File: src/rtl/dcache_ctrl_fsm.sv
// Data-cache control FSM: lookup, overlapped victim write-back, counted line refill, uncached access.
// Hit responds 1 cycle after acceptance; AXI requests hold until ready, and refill beats are taken whenever valid.
module dcache_ctrl_fsm #(
  parameter int WAYS       = 4,
  parameter int LINE_WORDS = 16,
  parameter int WIDX_W     = $clog2(LINE_WORDS)
) (
  input  logic              clk,
  input  logic              rstn,
  input  logic              req_valid,
  input  logic              req_op,
  input  logic              req_uncache,
  input  logic [2:0]        req_size,
  input  logic [WIDX_W-1:0] req_word,
  input  logic [WAYS-1:0]   tag_hit,
  input  logic [WAYS-1:0]   lru_way,
  input  logic              victim_dirty,
  output logic              req_ready,
  output logic              resp_valid,
  output logic              rd_req,
  input  logic              rd_rdy,
  output logic [7:0]        rd_len,
  output logic [2:0]        rd_size,
  input  logic              rd_data_valid,
  input  logic              rd_last,
  output logic              rd_data_ready,
  output logic              wr_req,
  input  logic              wr_rdy,
  output logic [7:0]        wr_len,
  output logic [2:0]        wr_size,
  input  logic              wr_done,
  output logic              wb_capture,
  output logic [WAYS-1:0]   data_we,
  output logic [WAYS-1:0]   tag_we,
  output logic [WAYS-1:0]   dirty_we,
  output logic              dirty_val,
  output logic              fill_we,
  output logic [WIDX_W-1:0] fill_idx,
  output logic              fill_merge,
  output logic [WAYS-1:0]   way_sel,
  output logic              protocol_err
);

  typedef enum logic [2:0] {
    S_IDLE, S_LOOKUP, S_WB_REQ, S_RD_REQ, S_REFILL, S_WB_WAIT, S_DONE
  } state_t;

  localparam logic [WIDX_W-1:0] LAST_IDX = WIDX_W'(LINE_WORDS - 1);
  localparam logic [7:0]        LINE_LEN = 8'(LINE_WORDS - 1);

  state_t              state_q;
  logic                wb_pend_q, wb_pend_d;
  logic                wb_out_q, wb_out_d;
  logic [WIDX_W-1:0]   cnt_q;
  logic                op_q, unc_q, err_q;
  logic [2:0]          size_q;
  logic [WIDX_W-1:0]   word_q;
  logic [WAYS-1:0]     lru_q;

  logic any_hit, cached_hit, lookup_miss, beat, is_last, wr_hs;

  assign any_hit      = |tag_hit;
  assign cached_hit   = (state_q == S_LOOKUP) && !unc_q && any_hit;
  assign lookup_miss  = (state_q == S_LOOKUP) && !unc_q && !any_hit;
  assign beat         = (state_q == S_REFILL) && rd_data_valid;
  // An uncached read is a single beat, so its first beat is always the last one.
  assign is_last      = unc_q || (cnt_q == LAST_IDX);
  assign wr_hs        = wr_req && wr_rdy;
  assign wb_pend_d    = lookup_miss ? victim_dirty : (wb_pend_q && !wr_rdy);
  assign wb_out_d     = wr_hs || (wb_out_q && !wr_done);
  assign fill_idx     = cnt_q;
  assign protocol_err = err_q;

  always_comb begin
    req_ready     = 1'b0;
    resp_valid    = 1'b0;
    rd_req        = 1'b0;
    rd_len        = 8'd0;
    rd_size       = 3'b010;
    rd_data_ready = 1'b0;
    wr_req        = 1'b0;
    wr_len        = 8'd0;
    wr_size       = 3'b010;
    wb_capture    = 1'b0;
    data_we       = '0;
    tag_we        = '0;
    dirty_we      = '0;
    dirty_val     = 1'b0;
    fill_we       = 1'b0;
    fill_merge    = 1'b0;
    way_sel       = '0;
    if (wb_pend_q) begin
      wr_req  = 1'b1;
      wr_len  = LINE_LEN;
      wr_size = 3'b010;
    end
    case (state_q)
      S_IDLE: req_ready = 1'b1;
      S_LOOKUP: begin
        if (cached_hit) begin
          resp_valid = 1'b1;
          req_ready  = 1'b1;
          way_sel    = tag_hit;
          if (op_q) begin
            data_we   = tag_hit;
            dirty_we  = tag_hit;
            dirty_val = 1'b1;
          end
        end else if (lookup_miss) begin
          wb_capture = victim_dirty;
        end else if (op_q) begin
          // Uncached store: the bypassed line copy must no longer be written back.
          wb_capture = 1'b1;
          dirty_we   = tag_hit;
        end
      end
      S_WB_REQ: begin
        wr_req  = 1'b1;
        wr_len  = 8'd0;
        wr_size = size_q;
      end
      S_RD_REQ: begin
        rd_req  = 1'b1;
        rd_len  = unc_q ? 8'd0 : LINE_LEN;
        rd_size = unc_q ? size_q : 3'b010;
      end
      S_REFILL: begin
        rd_data_ready = 1'b1;
        if (beat && !unc_q) begin
          fill_we    = 1'b1;
          fill_merge = op_q && (cnt_q == word_q);
          if (cnt_q == LAST_IDX) begin
            data_we   = lru_q;
            tag_we    = lru_q;
            dirty_we  = lru_q;
            dirty_val = op_q;
          end
        end
      end
      S_DONE: begin
        resp_valid = 1'b1;
        req_ready  = 1'b1;
        way_sel    = lru_q;
      end
      default: ;
    endcase
  end

  always_ff @(posedge clk or negedge rstn) begin
    if (!rstn) begin
      state_q   <= S_IDLE;
      wb_pend_q <= 1'b0;
      wb_out_q  <= 1'b0;
      cnt_q     <= '0;
      op_q      <= 1'b0;
      unc_q     <= 1'b0;
      size_q    <= 3'b010;
      word_q    <= '0;
      lru_q     <= '0;
      err_q     <= 1'b0;
    end else begin
      wb_pend_q <= wb_pend_d;
      wb_out_q  <= wb_out_d;
      if (req_valid && req_ready) begin
        op_q   <= req_op;
        unc_q  <= req_uncache;
        size_q <= req_size;
        word_q <= req_word;
      end
      if (beat) begin
        cnt_q <= cnt_q + WIDX_W'(1);
        if (rd_last != is_last) err_q <= 1'b1;
      end
      case (state_q)
        S_IDLE:   if (req_valid) state_q <= S_LOOKUP;
        S_LOOKUP: begin
          if (cached_hit) begin
            state_q <= req_valid ? S_LOOKUP : S_IDLE;
          end else begin
            lru_q   <= lru_way;
            cnt_q   <= '0;
            state_q <= (unc_q && op_q) ? S_WB_REQ : S_RD_REQ;
          end
        end
        S_WB_REQ: if (wr_rdy) state_q <= S_WB_WAIT;
        S_RD_REQ: if (rd_rdy) state_q <= S_REFILL;
        S_REFILL: begin
          if (beat && is_last) state_q <= (wb_pend_d || wb_out_d) ? S_WB_WAIT : S_DONE;
        end
        S_WB_WAIT: if (!wb_pend_d && !wb_out_d) state_q <= S_DONE;
        S_DONE:   state_q <= req_valid ? S_LOOKUP : S_IDLE;
        default:  state_q <= S_IDLE;
      endcase
    end
  end

endmodule

File: config.mk
export PLATFORM = sky130hd
export DESIGN_NAME = dcache_ctrl_fsm
export DESIGN_NICKNAME = d
export VERILOG_FILES = /design/src/rtl/dcache_ctrl_fsm.sv
export SDC_FILE = /design/constraint.sdc
export NUM_CORES = 1
export LEC_CHECK = 0
export BUFFER_PORTS_ARGS = -buffer_cell sky130_fd_sc_hd__buf_2
export CORE_MARGIN = 1
export CORE_UTILIZATION = 50
export CTS_CLUSTER_SIZE = 40
export DETAILED_ROUTE_END_ITERATION = 16
export GPL_TIMING_DRIVEN = 1
export PLACE_DENSITY_LB_ADDON = 0.1
export SLEW_MARGIN = 20
export SYNTH_ARGS = -nofsm -noshare
export SYNTH_HDL_FRONTEND = slang
export SYNTH_SLANG_ARGS = --single-unit
File: constraint.sdc
create_clock -name clk -period 4.9 [get_ports clk]
set_clock_uncertainty 0.1 [all_clocks]
set_input_delay 0.98 -clock clk [delete_from_list [all_inputs] [get_ports clk]]
set_output_delay 0.98 -clock clk [all_outputs]
set_load 0.02 [all_outputs]
* After elaboration in Yosys (flattened, before gate mapping)
Cells that the tools add are included.
** Cells by class
- Add/subtract/negate cells :: 1
- $mul :: 0
- Div/mod/pow operators :: 0
- Order comparisons :: 0
- Eq/ne operators :: 14
- Shift-type cells :: 0
- Multiplexer cells :: 51
- Bitwise operators :: 1
- Reductions and logical operators :: 28
** Operators by type and width (count)
- $mux W4 :: 14
- $mux W3 :: 8
- $pmux W4 S2 :: 3
- $pmux W3 S7 :: 1
- $mux W1 :: 19
- $logic_and A1 B1 Y1 :: 13
- $eq A3 B3 Y1 const B :: 3
- $mux W8 :: 1
- $ne A2 B2 Y1 const B :: 4
- $eq A3 B2 Y1 const B :: 2
- $logic_not A1 Y1 :: 6
- $pmux W1 S2 :: 3
- $reduce_and A5 Y1 :: 1
- $add A4 B1 Y4 const B :: 1
- $eq A4 B4 Y1 :: 1
- $eq A4 B4 Y1 const B :: 1
- $mux W2 :: 2
- $reduce_and A2 Y1 :: 2
- $reduce_or A4 Y1 :: 1
- $eq A3 B1 Y1 const B :: 1
- $logic_not A3 Y1 :: 1
- $logic_or A1 B1 Y1 :: 3
- $ne A2 B1 Y1 const B :: 1
- $reduce_or A2 Y1 :: 1
- 2 further kinds :: 2
** Word-level totals
- Flip-flop bits (word level) :: 23
- Bits in latches :: 0
- Memory bits (writable) :: 0
- Memory bits (read-only) :: 0
- Input port bits :: 26
- Output and inout port bits :: 52
- Logic and storage cells :: 105
- Memories :: 0

* Depth between registers and ports, before layout
Gate-level depths: netlist of run 1.
- Word-level depth :: 8
- Depth in mapped cells :: 6
- Gate-level depth less buffers :: 5

* Least setup slack after synthesis of run 1
OpenSTA, ideal clock, no wires.
- Path kind :: in2out
- Start :: in rd_data_valid
- End :: out fill_merge
- Data arrival time :: 2081 ps
- Data required time :: 3820 ps
- Path slack :: 1739 ps
- Cell stages on the path :: 4
- Path buffers :: 1
- Cells stage by stage :: and4bb_2 buf_2 nor2b_1 and4_1
** Between the ends
- Cells in the longest elaborated chain, start to end :: 4
** Ends and longest elaborated chain
- from (decl) :: RTL line 24 : input logic rd_data_valid,
- $logic_and A1 B1 Y1 :: RTL line 65 : assign beat = (state_q == S_REFILL) && rd_data_valid;
- $logic_and A1 B1 Y1 :: RTL line 129 : if (beat && !unc_q) begin
- $mux W1 :: RTL line 129
- $mux W1 :: RTL line 97 : case (state_q)
- to (decl) :: RTL line 39 : output logic fill_merge,
No other way between the ends.

* Final worst setup path of run 1
- Start :: reg state_q[0]
- End :: out dirty_val
** Between the ends
- Cells in the longest elaborated chain, start to end :: 5
- Elaborated cells between the ends (all ways) :: 9
- Classes of those cells :: eq/ne (2); mux (3); reduce/logical (4)
** Ends and longest elaborated chain
- from (decl) :: RTL line 51 : state_t state_q;
- from (signal assigned) :: RTL line 178 : state_q <= req_valid ? S_LOOKUP : S_IDLE;
- from (signal assigned) :: RTL line 182 : state_q <= (unc_q && op_q) ? S_WB_REQ : S_RD_REQ;
- from (signal assigned) :: RTL line 188 : if (beat && is_last) state_q <= (wb_pend_d || wb_out_d) ? S_WB_WAIT : S_DONE;
- $eq A3 B3 Y1 / $eq A3 B1 Y1 (equally long branches) :: RTL line 65, 97, 63
- $logic_and A1 B1 Y1 (on tied branches) :: RTL line 65, 63
- $logic_and A1 B1 Y1 (on tied branches) :: RTL line 129, 63
- $mux W1 (on tied branches) :: RTL line 129, 100
- $pmux W1 S2 (*) :: RTL line 97
- to (decl) :: RTL line 36 : output logic dirty_val,
Mark *: on every way between the ends. The rest lies on a longest branch, timed or not.

==> run summary, run 1 <==
=================================================================================
Power Dens Cells                                                     517.9 nW/um2
Final critical-path share of the clock period                              0.6915
Max Clk Rate                                                            295.1 MHz
Sum of overflow across all layers after global routing                          0
Crit path max fanout                                                           19
H-Tree Level Count                                                              1
Result of the run                                                    finished, final reports clean
Clock sinks                                                                    23
Initial antenna violation count                                                 0
Synthesized netlist cell count                                                176
Class of the most critical hold timing path                          flip-flop to flip-flop
Pre-Repair DR Iteration Count                                                   4
Post-synth EDFFs                                                                0
Routed length per placed instance                                        13.32 um
Starting utilization of the core area                                      0.5347
Worst slew margin relative to its limit                                    0.5257
Die H                                                                    59.61 um
Die outline area                                                         3553 um2
Hold-fix buffers at CTS                                                         0
Met3 routing resource usage after global routing                          0.02620
Cells traversed along the worst timing path                          or3b_1 > or2_1 > nor2_1 > o21a_1 > buf_2
Number of register bits inferred by synthesis                                  23
Mean number of vias per cell                                                5.219
Root buffer cell                                                     sky130_fd_sc_hd__clkbuf_4
Commonest cells after routing, fill and taps aside                   69 x sky130_fd_sc_hd__buf_2, 22 x sky130_fd_sc_hd__dfrtp_1, 19 x sky130_fd_sc_hd__nand2_1
Residual DRC count                                                              0
Met1 demand-to-capacity share in global routing                            0.2688
Category of the critical setup timing path                           flip-flop to primary output
Type of destination of the critical path                             primary output
DR iter-0 viols                                                               103
Net count reported at finish                                                  262
Number of global-route vias before repair                                    1339
Max stage delay on crit path                                              0.73 ns
Post-route setup TNS                                                         0 ns
Width of the die                                                         59.61 um
Lkg Pwr                                                                  1.071 nW
Share of layout cells above drive strength 1                               0.4188
Routability congestion estimate from global placement                      0.8330
Total instance count after detailed placement                                 274
Global-route wire length before repair                                   5.885 mm
Fraction of synthesis flops using an asynchronous set or reset pin          1.000
Post-synthesis instance area                                             1659 um2
Count of cell types in the netlist                                             54
Clock Path Buffers                                                              2
Total global routing track utilization                                     0.2215
Resized cells post-CTS                                                          0
Setup violation total in the final timing report                                0
Most frequently used flop master after synthesis                     sky130_fd_sc_hd__dfrtp_1
DR vias                                                                      1451
RSZ-0062 raised after global routing                                        false
Pins Over Slew Limit                                                            0
Placement row count                                                            20
Worst-Skew Late Latency                                                   0.31 ns
Hold Fails Final Rpt                                                            0
Overall Power                                                          0.001014 W
Area growth from synthesis to final layout                                 17.95%
Sequential area share after synthesis                                      0.3477
Worst endpoint data arrival time                                          2.31 ns
Number of buffers inserted by port buffering                                   69
Maximum number of pins on one net before global-route repair                   24
Data required time at the worst endpoint                                  3.82 ns
Clock-pin slew on the worst setup and hold paths                          0.13 ns
CTS tree                                                                      yes
Final Routed Wirelength                                                  3.702 mm
Number of diodes                                                                0
Average instance area after synthesis                                   9.427 um2
Global-route layer with the greatest usage                                   met2
Met2 layer usage reported by global route                                  0.4045
Post-layout minimum cycle time                                           3.389 ns
Worst-case hold slack                                                   0.3848 ns
I/O Pins                                                                       78
Number of max-cap violations                                                    0
Post-DP HPWL                                                             2.936 mm
Most common cell after layout, fill and taps aside                   sky130_fd_sc_hd__buf_2
Post-CTS setup buffer count                                                     0
Transition time at the pin with the least slew margin                   0.7115 ns
Non-filler cells in the finished layout                                       278
Core area                                                                3103 um2
Type of origin of the critical path                                     flip-flop
Number of synthesis warnings                                                    0
Cell at the slowest stage of the critical path                       sky130_fd_sc_hd__dfrtp_1
ANT nets after route                                                            0
Peak supply drop                                                      0.0002990 V
Total CTS buffers                                                               3
=================================================================================
[state kept, by name (all words and copies together) (netlist names)]
signal / cells
word_q: 4
wb_out_q: 1
op_q: 1
wb_pend_q: 1
state_q: 3
fill_idx: 4
lru_q: 4
size_q: 3
protocol_err: 1
unc_q: 1
[worst max-delay path: cells and delay by family (launching register included)]
| family | cells | cell delay [ns] |
|---|---|---|
| AND/OR/NAND/NOR | 3 | 0.98 |
| flip-flops | 1 | 0.73 |
| buffers and inverters | 1 | 0.15 |
| AO/OA/AOI/OAI | 1 | 0.14 |
[synthesized netlist by cell type, types with 3 or more instances]
cell type,count,area share
sky130_fd_sc_hd__buf_2,5,0.015
sky130_fd_sc_hd__nor2b_1,5,0.019
sky130_fd_sc_hd__a22o_1,4,0.021
sky130_fd_sc_hd__nand2_1,19,0.043
sky130_fd_sc_hd__buf_4,14,0.063
sky130_fd_sc_hd__xnor2_1,3,0.016
sky130_fd_sc_hd__inv_1,7,0.016
sky130_fd_sc_hd__xor2_1,6,0.032
sky130_fd_sc_hd__mux2_2,13,0.088
sky130_fd_sc_hd__nor2_1,11,0.025
sky130_fd_sc_hd__and3_1,3,0.011
sky130_fd_sc_hd__nand3b_1,3,0.014
sky130_fd_sc_hd__dfrtp_1,22,0.33
sky130_fd_sc_hd__nand2b_1,4,0.015
sky130_fd_sc_hd__o21ai_0,3,0.0090
sky130_fd_sc_hd__nor3_1,5,0.015
[path summary, 6_finish.rpt]
check	start	end	slack, ns	cells past startpoint
setup / recovery	state_q[0]$_DFFE_PN0P_	dirty_val	1.51	5
hold / removal	protocol_err$_DFFE_PN0P_	protocol_err$_DFFE_PN0P_	0.38	1
setup reg to reg	state_q[0]$_DFFE_PN0P_	lru_q[3]$_DFFE_PN0N_	2.77	3
hold reg to reg	protocol_err$_DFFE_PN0P_	protocol_err$_DFFE_PN0P_	0.38	1
max in group asynchronous	rstn	size_q[1]$_DFFE_PN1P_	3.82	1
min in group asynchronous	rstn	state_q[1]$_DFFE_PN0P_	0.52	1
[cell families after synthesis]
group,Yosys count,synth area share
simple gates,73,0.2609
compound gates,25,0.1237
fa+ha+maj,1,0.007540
mux,15,0.1003
buf+inv,29,0.1101
xor+xnor,9,0.04751
other cells,1,0.002260
flops,23,0.3477
[power by group]
group	internal (W)	leakage (nW)	switching (W)	total, W
Combinational	0.000249	0.772	0.000275	0.000524
Sequential	0.000273	0.281	0.000129	0.000401
Clock	0.0000305	0.0177	0.0000575	0.0000880
[routing by layer]
layer / vias up / part of all wire / routed length [um]
met5: - / 0 / 0
met4: 0 / 0.013 / 48
met3: 6 / 0.045 / 165
met2: 50 / 0.54 / 2017
met1: 692 / 0.40 / 1470
li1: 703 / - / -
[per-stage QoR]
step                        util  worst slack, ns  cell area, um2
final                     0.6306            1.511            1957
after global routing      0.6306            1.371            1957
after CTS                 0.6306            1.481            1957
after detailed placement  0.6218            1.625            1929
after global placement    0.6218            1.657            1929
after floorplan                -            1.739            1685
[cell type report]
| type | instances | area (um2) |
|---|---|---|
| Clock buffer | 3 | 22.52 |
| Clock inverter | 1 | 5.005 |
| Fill cell | 285 | 1146 |
| Inverter | 7 | 26.28 |
| Multi-Input combinational cell | 131 | 925.9 |
| Sequential cell | 23 | 576.8 |
| Tap cell | 44 | 55.05 |
| Timing Repair Buffer | 69 | 345.3 |
(Power assumes the default switching activity.)
==> inputs of run 2 (changes only) <==
CORE_UTILIZATION = 42   (was 50)
clock period = 2.9 ns   (was 4.9 ns; I/O delays follow)
==> run summary, run 2 (same netlist as run 1, synthesis figures left out) <==
===========================================================================
Fraction of power consumed by the clock network                       0.110   was 0.087
Number of buffers inserted by port buffering                             69   unchanged
Clock sinks                                                              23   unchanged
Worst-case setup slack after placement                            0.4275 ns   was 1.625 ns
Post-DP HPWL                                                       2.889 mm   was 2.936 mm
Post-route setup TNS                                                   0 ns   unchanged
Lkg Pwr                                                            1.109 nW   was 1.071 nW
Category of the critical setup timing path                     flip-flop to primary output   unchanged
Post-route cell area                                               2017 um2   was 1957 um2
Non-filler cells in the finished layout                                 286   was 278
Reg power frac                                                        0.353   was 0.396
Final Worst Setup Slack                                           0.1807 ns   was 1.511 ns
Sum of overflow across all layers after global routing                    0   unchanged
Crit path max fanout                                                     13   was 19
Mean number of vias per cell                                          5.084   was 5.219
Post-CTS setup buffer count                                               0   unchanged
Core area                                                          3716 um2   was 3103 um2
Peak supply drop                                                0.0003891 V   was 0.0002990 V
Clock Path Buffers                                                        2   unchanged
Max Clk Rate                                                      367.7 MHz
DR vias                                                                1454   was 1451
Proportion of total power due to net switching                       0.4406   was 0.4550
Residual DRC count                                                        0   unchanged
Type of destination of the critical path                       primary output   unchanged
Power Dens Cells                                               889.9 nW/um2   was 517.9 nW/um2
Post-layout minimum cycle time                                     2.719 ns
Die H                                                              64.85 um   was 59.61 um
Data required time at the worst endpoint                            2.22 ns   was 3.82 ns
Number of diodes                                                          0   unchanged
Root buffer cell                                               sky130_fd_sc_hd__clkbuf_8   was sky130_fd_sc_hd__clkbuf_4
Area growth from synthesis to final layout                           21.57%   was 17.95%
Setup violation total in the final timing report                          0   unchanged
Placement row count                                                      22   was 20
Clock-pin slew on the worst setup and hold paths                    0.08 ns   was 0.13 ns
DR iter-0 viols                                                          74   was 103
Final Routed Wirelength                                            3.673 mm   was 3.702 mm
Die outline area                                                   4206 um2   was 3553 um2
Share of layout cells above drive strength 1                         0.4286   was 0.4188
RSZ-0062 raised after global routing                                  false   unchanged
Pre-Repair DR Iteration Count                                             4   unchanged
Class of the most critical hold timing path                    input pin to asynchronous set/reset pin   was flip-flop to flip-flop
Initial antenna violation count                                           0   unchanged
Commonest cells after routing, fill and taps aside             69 x sky130_fd_sc_hd__buf_2, 22 x sky130_fd_sc_hd__dfrtp_1, 19 x sky130_fd_sc_hd__nand2_1   unchanged
Source of the worst register-to-register timing path           state_q[1]$_DFFE_PN0P_   was state_q[0]$_DFFE_PN0P_
Hold Fails Final Rpt                                                      0   unchanged
Most common cell after layout, fill and taps aside             sky130_fd_sc_hd__buf_2   unchanged
Net count reported at finish                                            266   was 262
Result of the run                                              finished, final reports clean   unchanged
Global-route wire length before repair                             6.258 mm   was 5.885 mm
Post-placement cell area                                           1964 um2   was 1929 um2
Total CTS buffers                                                         3   unchanged
Maximum number of pins on one net before global-route repair             24   unchanged
Total instance count after detailed placement                           282   was 274
Cell Int Power                                                   0.001004 W   was 0.0005523 W
Width of the die                                                   64.85 um   was 59.61 um
Number of max-cap violations                                              0   unchanged
Starting utilization of the core area                                0.4465   was 0.5347
Pins Over Slew Limit                                                      0   unchanged
Type of origin of the critical path                               flip-flop   unchanged
Launching instance or port of the critical path                state_q[1]$_DFFE_PN0P_   was state_q[0]$_DFFE_PN0P_
Comb power frac                                                       0.537   was 0.517
Core Util, Final                                                     0.5428   was 0.6306
Worst-Skew Late Latency                                             0.26 ns   was 0.31 ns
Total global routing track utilization                               0.1933   was 0.2215
Final critical-path share of the clock period                        0.9377
CTS tree                                                                yes   unchanged
Transition time at the pin with the least slew margin             0.5219 ns   was 0.7115 ns
Worst slew margin relative to its limit                              0.6521   was 0.5257
ANT nets after route                                                      0   unchanged
Number of global-route vias before repair                              1336   was 1339
I/O Pins                                                                 78   unchanged
H-Tree Level Count                                                        1   unchanged
Reported net switching power                                    0.0007908 W   was 0.0004612 W
Routed length per placed instance                                  12.84 um   was 13.32 um
Routability congestion estimate from global placement                0.7783   was 0.8330
Worst endpoint data arrival time                                    2.04 ns   was 2.31 ns
===========================================================================
## run 2: changes by cell type in the layout (fill, tap and decap cells not counted)
cell / change
sky130_fd_sc_hd__buf_4: +4
sky130_fd_sc_hd__nor3b_2: -1
sky130_fd_sc_hd__clkbuf_8: +3
sky130_fd_sc_hd__nor3b_4: +1
sky130_fd_sc_hd__clkbuf_4: -3
## run 2: worst paths after layout
check / to / slack, ns / depth (start not counted)
setup / recovery: dirty_val / 0.18 / 5
hold / removal: lru_q[3]$_DFFE_PN0N_ / 0.18 / 1
setup reg to reg: lru_q[2]$_DFFE_PN0N_ / 0.95 / 3
hold reg to reg: protocol_err$_DFFE_PN0P_ / 0.37 / 1
max in group asynchronous: size_q[1]$_DFFE_PN1P_ / 2.15 / 1
min in group clk: protocol_err$_DFFE_PN0P_ / 0.37 / 1
## run 2: per-stage QoR
stage	hold WS, ns	power (W)
final	0.1833	0.001795
after global routing	0.2104	0.001941
after CTS	0.1994	0.001815
after detailed placement	0.3687	0.001608
after global placement	0.3587	0.001602
after floorplan	0.1844	0.001384
## run 2: layout make-up
type                            instances  area, um2
Tap cell                               48      60.06
Multi-Input combinational cell        131      932.1
Timing Repair Buffer                   73      375.4
Fill cell                             380       1699
Clock buffer                            3      41.29
Inverter                                7      26.28
Sequential cell                        23      576.8
Clock inverter                          1      5.005
## run 2: layer usage
layer	vias to the layer above	part of all wire	GRT usage
met5	-	0	0
met4	0	0.012	0.06667
met3	4	0.072	0.03521
met2	72	0.46	0.3268
met1	663	0.46	0.2445
li1	715	-	-
## run 2: power groups by stage
stage,combinational [W],clock (W),sequential (W)
final,0.000964,0.000198,0.000633
after global routing,0.00105,0.000225,0.000663
after detailed placement,0.000971,0,0.000637
after floorplan,0.000808,0,0.000576
after CTS,0.000974,0.000210,0.000632
after global placement,0.000967,0,0.000635
## run 2: critical path, stage by stage (launching register included)
cell	delay [ns]
sky130_fd_sc_hd__dfrtp_1	0.52
sky130_fd_sc_hd__or3b_1	0.57
sky130_fd_sc_hd__or2_1	0.27
sky130_fd_sc_hd__nor2_1	0.12
sky130_fd_sc_hd__o21a_1	0.14
sky130_fd_sc_hd__buf_2	0.16
## run 2: what timing repair did
item | 4_1_cts | 5_1_grt
endpoints found under the setup margin | 0 | 1
resized for setup | 0 | 1
endpoints found under the hold margin | 0 | 0
hold buffers | 0 | 0
